### src/rtl/addsub_pkg.sv
// Shared types and the combinational add/subtract/saturate function for addsub_pipe.
package addsub_pkg;

  typedef enum logic [1:0] {
    SAT_WRAP     = 2'd0,
    SAT_UNSIGNED = 2'd1,
    SAT_SIGNED   = 2'd2
  } sat_mode_e;

  // Widest operand the calculation function supports; WIDTH must not exceed it.
  localparam int MAX_WIDTH = 64;

  typedef struct packed {
    logic [MAX_WIDTH-1:0] result;
    logic                 carry;
    logic                 overflow;
  } calc_t;

  // Operands are zero-extended to MAX_WIDTH; 'width' selects the active low bits.
  // Bit positions are picked with masks instead of variable indices so the
  // function stays width-agnostic.
  function automatic calc_t addsub_calc(input logic [MAX_WIDTH-1:0] a,
                                        input logic [MAX_WIDTH-1:0] b,
                                        input logic                 op,
                                        input sat_mode_e            mode,
                                        input int unsigned          width);
    logic [MAX_WIDTH-1:0] mask;
    logic [MAX_WIDTH-1:0] smax;
    logic [MAX_WIDTH-1:0] smin;
    logic [MAX_WIDTH-1:0] am;
    logic [MAX_WIDTH-1:0] bm;
    logic [MAX_WIDTH-1:0] r;
    logic [MAX_WIDTH:0]   sum;
    logic [MAX_WIDTH:0]   cbit;
    logic                 a_msb;
    logic                 b_msb;
    logic                 r_msb;
    calc_t                res;

    mask  = (MAX_WIDTH'(1) << width) - MAX_WIDTH'(1);
    smax  = mask >> 1;
    smin  = mask & ~smax;
    am    = a & mask;
    bm    = b & mask;
    if (op) begin
      sum = {1'b0, am} + {1'b0, bm};
    end else begin
      sum = {1'b0, am} - {1'b0, bm};
    end
    r     = sum[MAX_WIDTH-1:0] & mask;
    cbit  = {1'b0, mask} + {{MAX_WIDTH{1'b0}}, 1'b1};
    a_msb = |(am & smin);
    b_msb = |(bm & smin);
    r_msb = |(r & smin);

    res.carry    = op ? (|(sum & cbit)) : (am < bm);
    res.overflow = op ? ((a_msb == b_msb) && (r_msb != a_msb))
                      : ((a_msb != b_msb) && (r_msb != a_msb));

    case (mode)
      SAT_WRAP: begin
        res.result = r;
      end
      SAT_UNSIGNED: begin
        if (res.carry) begin
          res.result = op ? mask : {MAX_WIDTH{1'b0}};
        end else begin
          res.result = r;
        end
      end
      SAT_SIGNED: begin
        if (res.overflow) begin
          res.result = a_msb ? smin : smax;
        end else begin
          res.result = r;
        end
      end
      default: begin
        res.result = r;
      end
    endcase
    return res;
  endfunction

endpackage

### src/rtl/addsub_pipe_slot.sv
// One valid/ready register slot; accepts when empty or when its content leaves.
module addsub_pipe_slot #(
  parameter int DW = 8
) (
  input  logic          clk,
  input  logic          rst,
  input  logic          up_valid,
  output logic          up_ready,
  input  logic [DW-1:0] up_data,
  output logic          dn_valid,
  input  logic          dn_ready,
  output logic [DW-1:0] dn_data
);

  logic          valid_r;
  logic [DW-1:0] data_r;

  assign up_ready = !valid_r || dn_ready;
  assign dn_valid = valid_r;
  assign dn_data  = data_r;

  // Capture on upstream transfer, drop on downstream transfer, otherwise hold.
  always_ff @(posedge clk) begin
    if (rst) begin
      valid_r <= 1'b0;
      data_r  <= {DW{1'b0}};
    end else if (up_valid && up_ready) begin
      valid_r <= 1'b1;
      data_r  <= up_data;
    end else if (dn_ready) begin
      valid_r <= 1'b0;
    end
  end

endmodule

### src/rtl/addsub_pipe.sv
// Pipelined add/subtract with carry/overflow flags, optional saturation and
// valid/ready on both sides. Results travel with the operands that made them.
module addsub_pipe
  import addsub_pkg::*;
#(
  parameter int        WIDTH    = 8,
  parameter int        STAGES   = 2,
  parameter sat_mode_e SAT_MODE = SAT_WRAP
) (
  input  logic             clk,
  input  logic             rst,
  input  logic             in_valid,
  output logic             in_ready,
  input  logic [WIDTH-1:0] dataa,
  input  logic [WIDTH-1:0] datab,
  input  logic             add_sub,
  output logic             out_valid,
  input  logic             out_ready,
  output logic [WIDTH-1:0] result,
  output logic             carry,
  output logic             overflow,
  output logic [WIDTH-1:0] opa_q,
  output logic [WIDTH-1:0] opb_q,
  output logic             op_q
);

  // Payload: {opa, opb, op, result, carry, overflow}
  localparam int PW = 3 * WIDTH + 3;

  calc_t           calc_s;
  logic            calc_unused_s;
  logic [PW-1:0]   payload_s;
  logic [PW-1:0]   out_data_s;

  // All arithmetic happens ahead of slot 0; later slots only move data.
  always_comb begin
    calc_s        = addsub_calc(MAX_WIDTH'(dataa), MAX_WIDTH'(datab), add_sub, SAT_MODE, WIDTH);
    calc_unused_s = ^calc_s;
    payload_s     = {dataa, datab, add_sub, calc_s.result[WIDTH-1:0], calc_s.carry, calc_s.overflow};
  end

  for (genvar k = 0; k < STAGES; k++) begin : g_stage
    logic          up_valid_s;
    logic          up_ready_s;
    logic [PW-1:0] up_data_s;
    logic          dn_valid_s;
    logic          dn_ready_s;
    logic [PW-1:0] dn_data_s;

    if (k == 0) begin : g_first
      assign up_valid_s = in_valid;
      assign up_data_s  = payload_s;
    end else begin : g_mid
      assign up_valid_s = g_stage[k-1].dn_valid_s;
      assign up_data_s  = g_stage[k-1].dn_data_s;
    end

    if (k == STAGES - 1) begin : g_last
      assign dn_ready_s = out_ready;
    end else begin : g_next
      assign dn_ready_s = g_stage[k+1].up_ready_s;
    end

    addsub_pipe_slot #(.DW(PW)) u_slot (
      .clk      (clk),
      .rst      (rst),
      .up_valid (up_valid_s),
      .up_ready (up_ready_s),
      .up_data  (up_data_s),
      .dn_valid (dn_valid_s),
      .dn_ready (dn_ready_s),
      .dn_data  (dn_data_s)
    );
  end

  assign in_ready   = g_stage[0].up_ready_s;
  assign out_valid  = g_stage[STAGES-1].dn_valid_s;
  assign out_data_s = g_stage[STAGES-1].dn_data_s;
  assign {opa_q, opb_q, op_q, result, carry, overflow} = out_data_s;

endmodule

### config.mk
export PLATFORM = sky130hd
export DESIGN_NAME = addsub_pipe
export DESIGN_NICKNAME = d
export VERILOG_FILES = /design/src/rtl/addsub_pkg.sv /design/src/rtl/addsub_pipe_slot.sv /design/src/rtl/addsub_pipe.sv
export SDC_FILE = /design/constraint.sdc
export NUM_CORES = 1
export LEC_CHECK = 0
export ABC_AREA = 0
export ABC_CLOCK_PERIOD_IN_PS = 2100
export CAP_MARGIN = 10
export CORE_UTILIZATION = 40
export CTS_CLUSTER_SIZE = 12
export DETAILED_ROUTE_END_ITERATION = 12
export PLACE_DENSITY = 0.67
export SLEW_MARGIN = 40
export SYNTH_ARGS = -nofsm -noshare
export SYNTH_HDL_FRONTEND = slang
export SYNTH_SLANG_ARGS = --single-unit
### constraint.sdc
create_clock -name clk -period 2.1 [get_ports clk]
set_input_delay 0.525 -clock clk [delete_from_list [all_inputs] [get_ports clk]]
set_output_delay 0.525 -clock clk [all_outputs]
set_load 0.02 [all_outputs]
==> reports/metrics.yaml, run 1 <==
cts_tree: "built"
leakagePower_nw: 1.45
io_buffers: 49
drt-pass1-iter-count: 4
combPwrFrac_pct: 22.1
layout.nets: 441
grt.total_usage_pct: 18.7
reg2reg_from: "g_stage[1].u_slot.dn_valid"
fp.dieW_um: 83.1
diodes: 0
ys_seq_area_share_pct: 42.6
crit_arrival_ps: 2240
numCtsBuffers: 5
cts_hold_buf: 0
setup_viol: 0
wire_per_inst_um: 12.8
synth-seq-cells: 56
place_congestion: 0.886
fmax_mhz: 485
drc: 0
hold_depth: 2
final_cell_count_no_fill: 480
p_clk_share_pct: 26.9
cp-end-kind: "register"
path_class: "in2reg"
netlist.area_leader.share_pct: 42.6
start_kind: "input port"
synth_flop_cell: "dfxtp_1"
area_growth_pct: 38.4
min_period_ps: 2060
grt_pass1_vias: 2290
dp_cells: 470
clockRootBuffer: "clkbuf_8"
yosys-top-cells-area: "dfxtp_1, nand2_1, a21oi_1"
antenna_found_initial: 0
die_h_um: 83.1
hp-class: "in2reg"
htreeDepth: 2
min_to: "g_stage[0].u_slot.dn_data[9]"
wirelength_mm: 6.13
drt_iter0_drc: 149
io_pins: 50
fin_crit_sh_pct: 98.1
drive_gt1_share_pct: 17.1
rrSetupSlack_ps: 720
via_per_inst: 4.91
tightest_slew_ps: 561
path_delay_family: "compound AO/OA/AOI/OAI gates"
grt_max_degree: 55
clkSlewWorstSetupHoldPaths_ps: 90
synth-async-reset-ratio_pct: 0
clock_latency_ps: 300
synth_common_cells: "nand2_1, dfxtp_1, a21oi_1, ha_1, inv_1"
fin_skew_ps: 4.18
fp.dieArea_mm2: 0.00690
synth_edf_count: 0
clock_sinks: 56
coreArea_mm2: 0.00635
r2r_end: "g_stage[0].u_slot.dn_data[0]"
hold_start: "rst"
max_stage_delay_ps: 310
cell_internal_pwr_w: 0.00162
syn_inst: 334
dp_hpwl_mm: 4.53
rows: 29
cp_num_buf_inv: 2
status: "finished, final reports clean"
grt_first_pass_wirelength_mm: 10.6
ant_nets: 0
initial_core_util_pct: 41.4
synth_area_mm2: 0.00263
r2r.worst_path.cells: 6
dpl_cell_area_mm2: 0.00341
switching_share_pct: 27.5
hold_viol_final: 0
syn_nets: 373
final_cell_area_mm2: 0.00364
cp_slowest_cell: "a222oi_1"
cts_buffer_depth: 2
ir_worst_vdd_mv: 0.365
slew_viol_final: 0
maxCapViolations: 0
crit_required_ps: 2280
post-synth-top-count-cell: "nand2_1"
synth_top_cell_by_area: "dfxtp_1"
n_fill_cell: 598
synth.avg_cell_area_um2: 7.87
p_sw_w: 0.000616
place_ws_ps: -621
crit_fanout: 3
worstPathCellList: "dlygate4sd2_1 > buf_4 > ha_2 > o21ba_4 > o21bai_4 > a222oi_1 > o21ai_1 > xnor2_1 > a211oi_2"
layout_setup_ws_ps: 39.2
grt_overflow_total: 0
max-slew-margin-rel_pct: 62.6
vias: 2359
ys_warn_count: 0
synth.distinct_cells: 39
seqPwrFrac_pct: 51.0
power.density_mw_per_mm2: 616
## cells in the final DEF, fill, tap and decap left out, types with 2 or more instances in the layout
cell,instances
a211oi_1,3
ha_4,6
a211oi_2,3
buf_4,29
dlymetal6s2s_1,4
a21o_1,3
clkbuf_8,6
clkdlybuf4s50_1,35
ha_1,7
xnor2_1,4
nand2b_1,4
nor3_1,2
buf_12,4
o21bai_4,2
nor2b_1,5
nand3b_1,2
nor2_1,14
nor3b_1,3
o21ai_1,3
inv_1,10
fa_2,2
o21ai_0,3
dfxtp_1,56
nand2_1,100
inv_2,5
a21oi_1,54
dlygate4sd2_1,8
ha_2,3
a211o_1,2
## routing by layer
layer	up-vias	share of wire (%)	GRT usage (%)
met4	0	1.5	5.64
met3	8	4.1	3.28
met5	-	0	0
met2	62	44	29.4
met1	1054	50	26.3
li1	1235	-	-
## what timing repair did
action / in CTS / in global routing
setup endpoints to repair: 7 / 7
pin swaps: 8 / 10
buffers inserted: 2 / 0
gates resized for setup: 25 / 14
cloned: 0 / 0
## state kept, by name, summed over array words and instances, names as in the netlist
signal / flops
g_stage.u_slot.dn_data: 54
g_stage.u_slot.dn_valid: 2
## through the flow
step / util, % / TNS [ps] / hold WS (ps) / total power [W]
after floorplan: - / 0 / 432 / 0.00142
after global placement: 53.7 / -3580 / 442 / 0.00161
after detailed placement: 53.7 / -4010 / 444 / 0.00162
after CTS: 56.5 / -12.0 / 417 / 0.00223
after global routing: 57.3 / -26.8 / 419 / 0.00235
final: 57.3 / 0 / 422 / 0.00224
## how the worst max path moves through the flow
stage | from | end | slack (ps) | cells after the start
6_report | dataa[2] | g_stage[0].u_slot.dn_data[8] | 40 | 9
5_1_grt | datab[0] | g_stage[0].u_slot.dn_data[8] | -30 | 10
4_1_cts | dataa[0] | g_stage[0].u_slot.dn_data[1] | -10 | 10
3_5_place_dp | dataa[0] | g_stage[0].u_slot.dn_data[1] | -620 | 10
3_3_place_gp | dataa[0] | g_stage[0].u_slot.dn_data[1] | -530 | 10
2_1_floorplan | datab[2] | g_stage[0].u_slot.dn_data[9] | 130 | 8
## kinds of logic (layout without fill, tap and decap cells)
kind of cell / after synthesis / after routing / synth area share [%]
AO/OA/AOI/OAI: 84 / 84 / 19.4
XOR/XNOR: 5 / 5 / 1.67
adder cells (fa/ha/maj): 18 / 18 / 9.14
buffers and inverters: 36 / 105 / 5.43
flip-flops: 56 / 56 / 42.6
multiplexers: 1 / 1 / 0.381
AND/OR/NAND/NOR: 134 / 134 / 21.3
## layout make-up
class / count / area (um2) / share of cell area, %
clock buffers: 7 / 86.3 / 2.37
inverters: 15 / 56.3 / 1.55
flip-flops and latches: 56 / 1120 / 30.8
clock inverters: 1 / 7.51 / 0.206
multi-input cells: 242 / 1490 / 41.0
well taps: 77 / 96.3 / 2.65
repair buffers: 82 / 778 / 21.4
## power by group through the flow
| stage | registers [W] | clock network [W] | logic [W] |
|---|---|---|---|
| global route | 0.00115 | 0.000659 | 0.000544 |
| detailed placement | 0.00117 | 0 | 0.000453 |
| global placement | 0.00117 | 0 | 0.000447 |
| floorplan | 0.00118 | 0 | 0.000244 |
| CTS | 0.00114 | 0.000615 | 0.000477 |
| finish | 0.00114 | 0.000603 | 0.000494 |
(Power assumes the default switching activity.)
==> inputs of run 2 (changes only) <==
--- a/config.mk
+++ b/config.mk
@@ -12,7 +12,7 @@
 export CTS_CLUSTER_SIZE = 12
 export DETAILED_ROUTE_END_ITERATION = 12
 export PLACE_DENSITY = 0.67
-export SLEW_MARGIN = 40
+export SLEW_MARGIN = 20
 export SYNTH_ARGS = -nofsm -noshare
 export SYNTH_HDL_FRONTEND = slang
 export SYNTH_SLANG_ARGS = --single-unit
==> results of run 2 <==
No change in the layout: final DEF, timing and power equal those of run 1.
